--- src/rtl/div32_seq.sv ---
// div32_seq: sequential signed integer divider (restoring shift-subtract).
// Produces quotient (to LO) and remainder (to HI) for the DIV instruction.
// The core iterates on unsigned magnitudes for WIDTH cycles, then runs one
// sign-correction cycle. Divide-by-zero skips the core entirely.
//
// Ports:
//   clock        system clock, rising-edge active
//   clear        asynchronous active-high reset
//   start        request, sampled only in IDLE
//   dividend     signed dividend (two's complement)
//   divisor      signed divisor (two's complement)
//   busy         high in CALC and FIX
//   done         one-cycle pulse, results valid
//   quotient     signed quotient, truncated toward zero
//   remainder    signed remainder, same sign as dividend
//   div_by_zero  set alongside done when the divisor was 0
//
// state  | meaning
// -------+--------------------------------------------------------
// IDLE   | waiting for start; outputs hold the last result
// CALC   | one restoring iteration per cycle, WIDTH cycles total
// FIX    | apply operand signs and load quotient/remainder
// DONE   | done pulse for one cycle, start ignored

module div32_seq #(
    parameter int WIDTH = 32
) (
    input  logic             clock,
    input  logic             clear,
    input  logic             start,
    input  logic [WIDTH-1:0] dividend,
    input  logic [WIDTH-1:0] divisor,
    output logic             busy,
    output logic             done,
    output logic [WIDTH-1:0] quotient,
    output logic [WIDTH-1:0] remainder,
    output logic             div_by_zero
);

    localparam int CW = $clog2(WIDTH);

    typedef enum logic [1:0] {
        S_IDLE,
        S_CALC,
        S_FIX,
        S_DONE
    } state_t;

    state_t           state_q, state_d;
    logic [CW-1:0]    cnt_q, cnt_d;
    logic [WIDTH-1:0] rem_q, rem_d;      // partial remainder R
    logic [WIDTH-1:0] work_q, work_d;    // dividend bits shift out, quotient bits shift in
    logic [WIDTH-1:0] dvs_q, dvs_d;      // |divisor|
    logic             sign_a_q, sign_a_d;
    logic             sign_b_q, sign_b_d;
    logic [WIDTH-1:0] quo_out_q, quo_out_d;
    logic [WIDTH-1:0] rem_out_q, rem_out_d;
    logic             dbz_q, dbz_d;

    logic [WIDTH-1:0] mag_a;
    logic [WIDTH-1:0] mag_b;
    logic [WIDTH:0]   shifted;
    logic [WIDTH+1:0] trial;

    // -2^(WIDTH-1) negates to itself, which read unsigned is the correct magnitude.
    assign mag_a = dividend[WIDTH-1] ? -dividend : dividend;
    assign mag_b = divisor[WIDTH-1]  ? -divisor  : divisor;

    // Shifted R can reach WIDTH+1 bits; one extra bit keeps the borrow visible.
    assign shifted = {rem_q, work_q[WIDTH-1]};
    assign trial   = {1'b0, shifted} - {2'b00, dvs_q};

    always_comb begin
        state_d   = state_q;
        cnt_d     = cnt_q;
        rem_d     = rem_q;
        work_d    = work_q;
        dvs_d     = dvs_q;
        sign_a_d  = sign_a_q;
        sign_b_d  = sign_b_q;
        quo_out_d = quo_out_q;
        rem_out_d = rem_out_q;
        dbz_d     = dbz_q;

        case (state_q)
            S_IDLE: begin
                if (start) begin
                    sign_a_d = dividend[WIDTH-1];
                    sign_b_d = divisor[WIDTH-1];
                    work_d   = mag_a;
                    dvs_d    = mag_b;
                    rem_d    = '0;
                    cnt_d    = CW'(WIDTH - 1);
                    if (divisor == '0) begin
                        quo_out_d = '1;
                        rem_out_d = dividend;
                        dbz_d     = 1'b1;
                        state_d   = S_DONE;
                    end else begin
                        dbz_d   = 1'b0;
                        state_d = S_CALC;
                    end
                end
            end
            S_CALC: begin
                if (trial[WIDTH+1]) begin
                    rem_d  = shifted[WIDTH-1:0];
                    work_d = {work_q[WIDTH-2:0], 1'b0};
                end else begin
                    rem_d  = trial[WIDTH-1:0];
                    work_d = {work_q[WIDTH-2:0], 1'b1};
                end
                if (cnt_q == '0) begin
                    state_d = S_FIX;
                end else begin
                    cnt_d = cnt_q - 1'b1;
                end
            end
            S_FIX: begin
                quo_out_d = (sign_a_q ^ sign_b_q) ? -work_q : work_q;
                rem_out_d = sign_a_q ? -rem_q : rem_q;
                state_d   = S_DONE;
            end
            S_DONE: begin
                state_d = S_IDLE;
            end
            default: begin
                state_d = S_IDLE;
            end
        endcase
    end

    always_ff @(posedge clock or posedge clear) begin
        if (clear) begin
            state_q   <= S_IDLE;
            cnt_q     <= '0;
            rem_q     <= '0;
            work_q    <= '0;
            dvs_q     <= '0;
            sign_a_q  <= 1'b0;
            sign_b_q  <= 1'b0;
            quo_out_q <= '0;
            rem_out_q <= '0;
            dbz_q     <= 1'b0;
        end else begin
            state_q   <= state_d;
            cnt_q     <= cnt_d;
            rem_q     <= rem_d;
            work_q    <= work_d;
            dvs_q     <= dvs_d;
            sign_a_q  <= sign_a_d;
            sign_b_q  <= sign_b_d;
            quo_out_q <= quo_out_d;
            rem_out_q <= rem_out_d;
            dbz_q     <= dbz_d;
        end
    end

    assign busy        = (state_q == S_CALC) || (state_q == S_FIX);
    assign done        = (state_q == S_DONE);
    assign quotient    = quo_out_q;
    assign remainder   = rem_out_q;
    assign div_by_zero = dbz_q;

endmodule

--- config.mk ---
export PLATFORM = sky130hd
export DESIGN_NAME = div32_seq
export DESIGN_NICKNAME = d
export VERILOG_FILES = /design/src/rtl/div32_seq.sv
export SDC_FILE = /design/constraint.sdc
export NUM_CORES = 1
export LEC_CHECK = 0
export CAP_MARGIN = 20
export CORE_UTILIZATION = 47
export CTS_CLUSTER_SIZE = 30
export DETAILED_ROUTE_END_ITERATION = 10
export GPL_ROUTABILITY_DRIVEN = 0
export GPL_TIMING_DRIVEN = 1
export HOLD_SLACK_MARGIN = 0.05
export PLACE_DENSITY = 0.69
export SETUP_SLACK_MARGIN = 0.05
export SYNTH_ARGS = -nofsm -noshare
export SYNTH_HDL_FRONTEND = slang
export SYNTH_SLANG_ARGS = --single-unit
--- constraint.sdc ---
create_clock -name clock -period 16.1 [get_ports clock]
set_clock_uncertainty 0.2 [all_clocks]
set_input_delay 1.61 -clock clock [delete_from_list [all_inputs] [get_ports clock]]
set_output_delay 1.61 -clock clock [all_outputs]
set_load 0.005 [all_outputs]
* After elaboration in Yosys (flattened, before gate mapping)
Cells that the tools add are included.
Word-level totals: register bits after elaboration 170, bits of input ports 67, output and inout port bits 67, word-level logic and storage cells 59
Cells by class: bitwise operators 1, muxes and demuxes 24, eq/ne operators 7, $add $sub $neg 6, reductions and logical operators 11
Operators by type and width (count):
- 32-bit 2-to-1 mux | 11
- 32-bit one-hot mux with 2 select lines | 4
- 32-bit negator | 4
- 33-bit by 32-bit subtractor with 34-bit output | 1
- 32-bit zero test | 1
- 5-bit 2-to-1 mux | 2
- 5-bit one-hot mux with 2 select lines | 1
- 2-bit inequality test, second input constant | 4
- 2-bit one-hot mux with 4 select lines | 1
- 2-bit 2-to-1 mux | 3
- 2-bit AND reduction | 3
- 3-bit AND reduction | 2
- 5-bit zero test | 1
- 5-bit by 1-bit subtractor with 5-bit output, second input constant | 1
- 2-bit equality test, second input constant | 2
- 2-bit nonzero test | 2
- 2-bit by 1-bit equality test with 1-bit output, second input constant | 1
- 2-bit zero test | 1
- 1-bit 2-to-1 mux | 2
- 1-bit logical OR | 1
- 1-bit XOR | 1

* Depth between registers and ports, before layout
Gate-level depths: netlist of run 1.
word-level depth 4, depth in mapped cells 13, depth with buffers taken out 13

* Worst setup path before layout of run 1
OpenSTA, ideal clock, no wires.
path kind input to register, start point input port divisor[14], end point register quo_out_q[10], in the netlist quotient[10], library setup time 0.141 ns, stages on the path 10, buffers on the path 2, slack 11.177 ns, arrival 4.582 ns, required time 15.759 ns, cells stage by stage or4_1 or3_4 or4_4 or4_4 or4_4 nor4_4 or2_1 buf_4 buf_2 a31oi_1
Between the ends: longest elaborated chain between the ends 3
RTL lines:
- start: declaration | RTL line 32 | input logic [WIDTH-1:0] divisor,
- 32-bit zero test | RTL line 94 | if (divisor == '0) begin
- 2-bit inequality test (no line)
- 3-bit AND reduction (no line)
- end signal: assignment | RTL line 153 | quo_out_q <= quo_out_d;
- end: declaration | RTL line 56 | logic [WIDTH-1:0] quo_out_q, quo_out_d;
Every way passes these cells. A chain may end at the register's enable or synchronous reset.

* Final worst setup path of run 1
start point input port divisor[14], end point register quo_out_q[0], in the netlist quotient[0]
The elaborated chain is that of the path after synthesis.

==> metrics, run 1 <==
clk root buf clkbuf_16; register area share after synthesis 37.55%; Net Sw Power approximately 0.0014 W; # setup viols final 0; CP Cell Sequence clkdlybuf4s50_1 > or4_1 > or3_4 > or4_4 > or4_4 > or4_4 > nor4_4 > or2_2 > buf_12 > nor2_1 > a31oi_1; min Tclk post-route 5.502 ns; f_max approximately 0.18 GHz; overall die width 157.3 um; Ant. Diodes 0; Int Pwr ~0.0016 W; Slew Limit Fails 0; outcome completed; Syn Std Cell Area approximately 11000 sq um; Post-Syn Area per Cell approximately 8.3 sq um; sequential share of power between 20 and 30%; detailed-route DRC error count 0; share of flip-flops with an asynchronous set or reset 100.0%; Worst Path Arrival roughly 5.6 ns; Final Core Density roughly 57%; Initial Util approximately half; Nets around 1600; GRT met1 Usage between 30% and 40%; Syn. warnings 0; via count of the first global-routing pass roughly 9000; drt total wl 27560 um; Longest Clk Path Bufs 2; Post-synth EDFFs 0; total track usage a little under a quarter; Switching Fraction ~46%; first-pass GRT wire length roughly 46000 um; VDD IR-drop max 0.1210 mV; Detailed Route Iter0 Violations 651; fillers approximately 2200; flops & latches, synth between 150 and 200; Vias just under 10000; busiest grt layer met2; crit start category primary input; largest fanout on the critical path just under 60; drt wl/cell about 15 um; number of library cell types mapped by synthesis 65; max cap viols 0; Final Hold Vio Count 0; Final ANT Viol Nets 0; clock share of power between 10% and 20%; Vias/cell 5.526; CTS hold repair buffers 0; Post-CTS Setup Inserts 0; Hold/Removal Path Class flop to flop; port bufs approximately 130; share of cells above drive strength 1 4.286%; Die Y about 160 um; most frequent CP cell or4_4; period utilization between 30% and 40%; combinational share of power between 60% and 70%; final setup TNS 0 ns; normalized max-slew margin between 30% and 40%; Top delay family on crit path simple AND/OR/NAND/NOR gates; global routing usage on met2 approximately 37%; worst-margin pin slew just over 1 ns; Critical Path End Type flop; met3 usage 3.552%; total CTS buffers 17; crit-path max cell delay 0.59 ns; Setup Crit Path Kind primary input to flop; Core Region around 24000 sq um; CP max stage cell or4_1; cell taking the most area after synthesis dfrtp_1; full die area about 25000 sq um; worst path buffer plus inverter count 2; hpwl dp 20390 um; Synth Net Count 1481; TritonCTS clock tree yes; leading post-synthesis cells by cell area dfrtp_1 (38%), o21ai_0 (9.2%), xor2_1 (8.3%), nand2_1 (7.0%), ha_1 (4.6%); initial antenna violation count 1; row count 56; Syn-to-layout area delta 18.38%; Pwr per Cell Area 220.4 nW/um^2; clock-pin slew on the worst setup and hold paths 0.06 ns; Req. time, crit path 16.23 ns; FF+latch area ~4300 sq um; Boundary Pins about 130; footprint of the multi-input gates about 6600 sq um; pin count of the biggest net entering global routing between 90 and 100; Post-CTS Resized 0; Clock Latency Late Sink 0.43 ns; Leak about 5.7 nW; Synth top area share 37.55%; drt pass-1 iters 5; Syn Inst Count 1371; Clock Sinks 170; unrepaired setup endpoints after global routing false; htree depth 4; total gr overflow 0; Synth Flop Type dfrtp_1
kinds of logic after synthesis:
kind of cell / after synthesis / share of synthesized area (%)
AO/OA/AOI/OAI: 424 / 22.15
adder cells (fa/ha/maj): 43 / 4.815
AND/OR/NAND/NOR: 424 / 16.85
buffers and inverters: 133 / 4.627
multiplexers: 28 / 2.485
XOR/XNOR: 149 / 11.52
flip-flops: 170 / 37.55
metal layers:
metal | up-vias | wire length (um)
li1 | 5015 | -
met1 | 4578 | 13030
met2 | 252 | 12580
met3 | 39 | 1374
met4 | 2 | 559
met5 | - | 17
placed cells by master, fill, tap and decap left out, types with 11 or more instances in the layout:
| master | synthesis | layout |
|---|---|---|
| a21o_1 | 13 | 13 |
| a21oi_1 | 64 | 64 |
| a31oi_1 | 37 | 37 |
| clkbuf_16 | 0 | 17 |
| clkdlybuf4s50_1 | 0 | 133 |
| dfrtp_1 | 170 | 170 |
| ha_1 | 42 | 40 |
| inv_1 | 57 | 56 |
| mux2i_1 | 27 | 27 |
| nand2_1 | 210 | 209 |
| nand3_1 | 16 | 16 |
| nor2_1 | 97 | 96 |
| nor3_1 | 16 | 16 |
| o21ai_0 | 209 | 208 |
| o31ai_1 | 34 | 34 |
| o41ai_1 | 11 | 11 |
| or3_1 | 19 | 19 |
| or4_1 | 15 | 15 |
| xnor2_1 | 42 | 42 |
| xor2_1 | 107 | 107 |
final cells by class:
cell class	count	share of cell area [%]
Sequential cell	170	31.72
Tap cell	319	2.976
Clock inverter	9	0.4012
Multi-Input combinational cell	1068	49.07
Clock buffer	20	3.331
Inverter	57	1.633
Timing Repair Buffer	146	10.87
cells in the mapped netlist (all sizes together), types with 4 or more instances:
library cell and instances:
nand2 210, o21ai 210, dfrtp 170, xor2 107
nor2 97, clkbuf 67, a21oi 64, inv 57
ha 42, xnor2 42, a31oi 37, o31ai 34
mux2i 27, or3 20, or4 18, nand3 16
nor3 16, a21o 13, o41ai 11, nand2b 10
a32oi 9, buf 9, and3 7, nor2b 7
nor4 7, a211oi 5, a22oi 5, nand4 4
o211ai 4, o21bai 4, or2 4
flip-flops by register name, indices dropped and copies added (netlist names):
| signal | flops |
|---|---|
| remainder | 32 |
| work_q | 32 |
| div_by_zero | 1 |
| dvs_q | 32 |
| cnt_q | 5 |
| rem_q | 32 |
| quotient | 32 |
| sign_b_q | 1 |
| sign_a_q | 1 |
| state_q | 2 |
worst reg2reg max path, stage by stage (launching register included):
cell and delay (ns):
dfrtp_1 0.42, inv_1 0.20, ha_1 0.21, inv_1 0.06
fa_1 0.41, a211o_1 0.30, o211ai_1 0.12, a21oi_1 0.21
a221o_1 0.46, a31oi_1 0.43, o311ai_0 0.31, o31ai_1 0.31
xor2_1 0.17, o21ai_0 0.09
worst paths after layout:
kind	from	to	cells after the start	slack, ns
min in group asynchronous	clear	quotient[9]$_DFFE_PP0P_	2	1.55
worst min register to register	dvs_q[24]$_DFFE_PP0P_	dvs_q[24]$_DFFE_PP0P_	2	0.28
worst max-delay path	divisor[14]	quotient[0]$_DFFE_PP0P_	11	10.60
worst max register to register	work_q[31]$_DFFE_PP0P_	rem_q[28]$_DFFE_PP0P_	13	12.08
max in group asynchronous	clear	rem_q[26]$_DFFE_PP0P_	3	12.70
worst min-delay path	dvs_q[24]$_DFFE_PP0P_	dvs_q[24]$_DFFE_PP0P_	2	0.28
metrics by stage:
step	instance area [sq um]	std cells	setup slack (ns)	hold slack, ns	power (W)
global placement	12850	1756	9.808	0.2618	0.002532
floorplan	11330	1371	9.687	0.2485	0.002069
finish	13410	1789	10.60	0.2754	0.002956
CTS	13380	1787	10.18	0.2838	0.002952
detailed placement	12880	1758	9.740	0.2691	0.002582
global route	13410	1789	10.47	0.2924	0.003230
power by group through the flow:
stage	clock (W)	sequential [W]	combinational (W)
finish	0.000364	0.000817	0.00177
floorplan	0	0.000768	0.00130
CTS	0.000370	0.000816	0.00177
detailed placement	0	0.000824	0.00176
global placement	0	0.000816	0.00172
global route	0.000387	0.000846	0.00200
No activity file was read; power rests on OpenSTA's default activity.
==> run 2: changes to the inputs <==
Settings changed: PLACE_DENSITY 0.69 to 0.72.
Clock period 16.1 ns to 4.9 ns, I/O delays scaled along.
==> run 2 against run 1 <==
Compared with the run above:
- via count grew 1.0%
- cell count grew 0.67%
- largest cell class unchanged
- non-clock buffer count grew 11
- hold slack gained 0.0041 ns
==> metrics, run 2 (synthesis results as in run 1) <==
outcome completed; crit start category primary input; unrepaired setup endpoints after global routing false; overall die width 157.3 um (unchanged); initial antenna violation count 1 (unchanged); critical register-to-register path startpoint work_q[31]$_DFFE_PP0P_; Detailed Route Iter0 Violations 719 (+10%); TritonCTS clock tree yes; Clock Sinks 170 (unchanged); clk root buf clkbuf_16; Core Region 23540 sq um (unchanged); port bufs 133 (unchanged); worst r2r path cells 13 (unchanged); Die Y 157.3 um (unchanged); drt wl/cell 15.27 um (-0.84%); total track usage 23.45% (+0.35 points); Post-CTS Resized 0 (unchanged); Syn-to-layout area delta 20.39%; Post-CTS Setup Inserts 0 (unchanged); Nets 1581 (+0.70%); Final Hold Vio Count 0 (unchanged); hpwl dp 20540 um (+0.73%); Final Core Density 57.93% (+0.97 points); Slew Limit Fails 0 (unchanged); most frequent cells in the layout nand2_1 (209), o21ai_0 (209), dfrtp_1 (170); Setup WS pre-CTS 0.2285 ns (-9.511 ns); min Tclk post-route approximately 4.2 ns; total gr overflow 0 (unchanged); final setup margin 0.6701 ns (-9.928 ns); Worst setup endpoint quotient[5]$_DFFE_PP0P_; share of cells above drive strength 1 5.196% (+0.91 points); first-pass GRT wire length 46440 um (+1.4%); Worst Path Arrival 4.38 ns (-1.26 ns); row count 56 (unchanged); Initial Util 48.12% (unchanged); Pwr per Cell Area 735.1 nW/um^2 (+230%); Critical Path End Type flop; drt pass-1 iters 6 (+1); flop2flop setup slack 0.88 ns (-11.20 ns); total CTS buffers 17 (unchanged); max cap viols 0 (unchanged); largest fanout on the critical path 22 (-63%); Req. time, crit path 5.05 ns (-11.18 ns); full die area 24730 sq um (unchanged); Clock Latency Late Sink 0.43 ns (about the same); Vias/cell 5.545 (+0.34%); drt total wl 27510 um (-0.17%); placed cell areas 12990 sq um (+0.80%); Worst Setup SP divisor[14]; Reg-to-Reg End rem_q[28]$_DFFE_PP0P_; Leak 5.826 nW (+2.1%); Final ANT Viol Nets 0 (unchanged); final setup TNS 0 ns (unchanged); period utilization a little under nine tenths; detailed-route DRC error count 0 (unchanged); FF+latch area 4254 sq um (unchanged); VDD IR-drop max 0.3093 mV (+160%); pin count of the biggest net entering global routing 100 (+1.0%); # setup viols final 0 (unchanged); normalized max-slew margin 30.70% (-1.9 points); f_max approximately 0.24 GHz; Boundary Pins 134 (unchanged); clock-pin slew on the worst setup and hold paths 0.07 ns (about the same); worst-margin pin slew 1.036 ns (+0.02871 ns); via count of the first global-routing pass 9435 (+3.5%); CTS hold repair buffers 0 (unchanged); fillers 2160 (-3.1%); fin area 13640 sq um (+1.7%); Setup Crit Path Kind primary input to flop; Ant. Diodes 0 (unchanged); Hold/Removal Path Class flop to flop; htree depth 4 (unchanged); Vias 9986 (+1.0%); footprint of the multi-input gates 6581 sq um (unchanged); Longest Clk Path Bufs 2 (unchanged)
-- run 2: cell types whose count changed in the layout (fill, tap and decap cells not counted), sizes merged --
| cell | previous run | this run |
|---|---|---|
| clkbuf | 20 | 17 |
| buf | 13 | 24 |
| bufinv | 0 | 5 |
| clkinv | 7 | 6 |
-- run 2: worst min-delay path by stage --
stage	from	slack, ns	endpoint	cells past startpoint
final	dvs_q[16]$_DFFE_PP0P_	0.28	dvs_q[16]$_DFFE_PP0P_	2
after detailed placement	dvs_q[18]$_DFFE_PP0P_	0.27	dvs_q[18]$_DFFE_PP0P_	2
after CTS	dvs_q[18]$_DFFE_PP0P_	0.29	dvs_q[18]$_DFFE_PP0P_	2
after global routing	remainder[7]$_DFFE_PP0P_	0.31	remainder[7]$_DFFE_PP0P_	2
after global placement	dvs_q[29]$_DFFE_PP0P_	0.26	dvs_q[29]$_DFFE_PP0P_	2
after floorplan	dvs_q[31]$_DFFE_PP0P_	0.25	dvs_q[31]$_DFFE_PP0P_	2
-- run 2: through the flow --
step | cells | power (W) | hold slack [ns]
6_report | 1801 | 0.01003 | 0.2796
5_1_grt | 1801 | 0.01096 | 0.3134
4_1_cts | 1799 | 0.01002 | 0.2857
3_5_place_dp | 1769 | 0.008522 | 0.2711
3_3_place_gp | 1768 | 0.008348 | 0.2616
2_1_floorplan | 1371 | 0.006800 | 0.2485
-- run 2: layer usage --
layer	wire length (um)	up-vias	track usage [%]
met4	559	2	6.981
met2	12680	244	38.28
met5	12	-	0
met3	1304	40	3.992
li1	-	5018	-
met1	12950	4682	31.77
-- run 2: cell type report --
type                            count  area share, %
Multi-Input combinational cell   1068          48.25
Sequential cell                   170          31.19
Timing Repair Buffer              157          11.45
Clock buffer                       17          3.119
Tap cell                          319          2.926
Inverter                           57          1.596
Clock inverter                     13          1.468
-- run 2: power by group --
group          leakage (nW)  total, W  internal [W]  switching (W)
registers              2.02   0.00270       0.00205       0.000653
logic                  3.50   0.00587       0.00262        0.00325
clock network         0.309   0.00146      0.000896       0.000559
-- run 2: worst max-delay path, cell delays in order --
cell,delay [ns]
clkdlybuf4s50_1,0.47
or4_1,0.59
or3_4,0.37
or4_4,0.44
or4_4,0.44
or4_4,0.47
nor4_4,0.24
or2_2,0.45
buf_12,0.21
nor2_1,0.05
a31oi_1,0.15
==> run 3: changes to the inputs <==
Settings changed: PLACE_DENSITY 0.72 to 0.69, SLEW_MARGIN set to 40.
Clock period 4.9 ns to 5 ns, I/O delays scaled along.
==> run 3 against run 2 <==
Compared with the run above:
- sequential power barely moved
- final area down 0.75%
- sequential cell count stayed put
- clock power down 14%
- cell count decreased by 0.22%
- global-route usage decreased by 0.74 points
- register-to-register slack better by 0.16 ns
- count of clock-buffer cells in the layout up 3
==> metrics, run 3 (synthesis results as in run 1) <==
Net Sw Power 0.004360 W (-2.3%); worst-margin pin slew 0.9385 ns (-0.09777 ns); drt wl/cell 15.12 um (-1.0%); Leak 5.760 nW (-1.1%); detailed-route DRC error count 0 (unchanged); total gr overflow 0 (unchanged); largest fanout on the critical path 34 (+55%); port bufs 133 (unchanged); Die Y 157.3 um (unchanged); period utilization about 82%; clock share of power 13.1% (-1.4 points); unrepaired setup endpoints after global routing false; Clock Latency Late Sink 0.43 ns (about the same); Placed Cells 1765 (-0.23%); Hold/Removal Path Class flop to flop; VDD IR-drop max 0.2756 mV (-11%); Slew Limit Fails 0 (unchanged); initial antenna violation count 0 (-1); TritonCTS clock tree yes; critical register-to-register path startpoint work_q[31]$_DFFE_PP0P_; via count of the first global-routing pass 9029 (-4.3%); row count 56 (unchanged); hpwl dp 20330 um (-1.0%); Vias/cell 5.464 (-1.5%); Initial Util 48.12% (unchanged); pin count of the biggest net entering global routing 139 (+39%); Final Hold Vio Count 0 (unchanged); total track usage 22.71% (-0.74 points); sequential share of power 28.1% (+1.2 points); outcome completed; Syn-to-layout area delta 19.48%; Setup WS pre-CTS 0.4689 ns (+0.2404 ns); Pwr per Cell Area 707.8 nW/um^2 (-3.7%); final setup TNS 0 ns (unchanged); Core Region 23540 sq um (unchanged); htree depth 4 (unchanged); crit start category primary input; Critical Path End Type flop; total CTS buffers 17 (unchanged); most frequent CP cell or4_4; crit-path max cell delay 0.59 ns (about the same); Top delay family on crit path simple AND/OR/NAND/NOR gates; Worst Path Arrival 4.22 ns (-0.16 ns); Worst Setup SP divisor[14]; footprint of the multi-input gates 6589 sq um (+0.11%); clk root buf clkbuf_16; CP max stage cell or4_1; share of cells above drive strength 1 5.074% (-0.12 points); drt pass-1 iters 5 (-1); most frequent cells in the layout nand2_1 (209), o21ai_0 (209), dfrtp_1 (169); HP Start dvs_q[13]$_DFFE_PP0P_; first-pass GRT wire length 44920 um (-3.3%); FF+latch area 4255 sq um (about the same); # setup viols final 0 (unchanged); f_max 0.2433 GHz; CTS hold repair buffers 0 (unchanged); clock-pin slew on the worst setup and hold paths 0.06 ns (about the same); Ant. Diodes 0 (unchanged); final setup margin 0.8890 ns (+0.2189 ns); Longest Clk Path Bufs 2 (unchanged); Vias 9818 (-1.7%); Clock Sinks 170 (unchanged); overall die width 157.3 um (unchanged); normalized max-slew margin 37.44% (+6.7 points); Final Non-Filler Cells 1797 (-0.22%); min Tclk post-route 4.111 ns; Boundary Pins 134 (unchanged); worst path buffer plus inverter count 3 (+1); Detailed Route Iter0 Violations 551 (-23%); full die area 24730 sq um (unchanged); Post-CTS Resized 0 (unchanged); Int Pwr 0.005220 W (-6.1%); Post-CTS Setup Inserts 0 (unchanged); Switching Fraction 45.51% (+0.98 points); drt total wl 27170 um (-1.2%); Final ANT Viol Nets 0 (unchanged); fillers 2194 (+1.6%); max cap viols 0 (unchanged); Nets 1575 (-0.38%); placed cell areas 12970 sq um (-0.11%); CP Cell Sequence clkdlybuf4s50_1 > or4_1 > or3_4 > or4_4 > or4_4 > or4_4 > nor4_4 > buf_4 > nor2_4 > buf_16 > nand2_1 > o21ai_0; Req. time, crit path 5.11 ns (+0.06 ns); fin area 13540 sq um (-0.75%); Setup Crit Path Kind primary input to flop; combinational share of power 58.8% (+0.3 points)
-- run 3: final cells by class --
class                           instances  share of cell area (%)
Tap cell                              319                   2.949
Inverter                               57                   1.608
Sequential cell                       170                   31.44
Clock buffer                           20                   3.448
Multi-Input combinational cell       1068                   48.67
Timing Repair Buffer                  151                   11.19
Clock inverter                         12                  0.6932
-- run 3: path summary, 6_finish.rpt --
check                                      endpoint  slack (ns)  depth (start not counted)
setup / recovery           remainder[6]$_DFFE_PP0P_        0.89                         12
hold / removal                dvs_q[13]$_DFFE_PP0P_        0.28                          2
setup reg to reg              rem_q[28]$_DFFE_PP0P_        1.04                         13
hold reg to reg               dvs_q[13]$_DFFE_PP0P_        0.28                          2
max in group asynchronous     dvs_q[13]$_DFFE_PP0P_        3.02                          3
min in group asynchronous   quotient[8]$_DFFE_PP0P_        0.32                          2
-- run 3: power by group through the flow --
stage | combinational, W | sequential [W] | clock, W
2_1_floorplan | 0.00419 | 0.00247 | 0
3_3_place_gp | 0.00550 | 0.00268 | 0
3_5_place_dp | 0.00561 | 0.00271 | 0
4_1_cts | 0.00564 | 0.00269 | 0.00127
5_1_grt | 0.00635 | 0.00278 | 0.00133
6_report | 0.00564 | 0.00269 | 0.00125
-- run 3: metrics by stage --
| stage | util (%) | hold slack [ns] | total power (W) |
|---|---|---|---|
| 2_1_floorplan | - | 0.2485 | 0.006664 |
| 4_1_cts | 57.48 | 0.2858 | 0.009603 |
| 6_report | 57.50 | 0.2777 | 0.009581 |
| 5_1_grt | 57.50 | 0.3003 | 0.01046 |
| 3_3_place_gp | 54.95 | 0.2619 | 0.008180 |
| 3_5_place_dp | 55.10 | 0.2709 | 0.008321 |
-- run 3: worst register-to-register path, cell delays in order (launching register included) --
cell      delay [ns]
dfrtp_1         0.41
inv_1           0.19
ha_1            0.21
inv_1           0.05
fa_1            0.41
a211o_1         0.31
o211ai_1        0.12
a21oi_1         0.20
a221o_1         0.44
a31oi_1         0.44
o311ai_0        0.29
o31ai_1         0.31
xor2_1          0.17
o21ai_0         0.08
-- run 3: metal layers --
metal  part of all wire (%)  global-route usage, %
met2                     46                  36.92
met1                     49                  31.57
met4                    1.2                  5.363
met3                    3.8                  3.634
met5                      0                      0
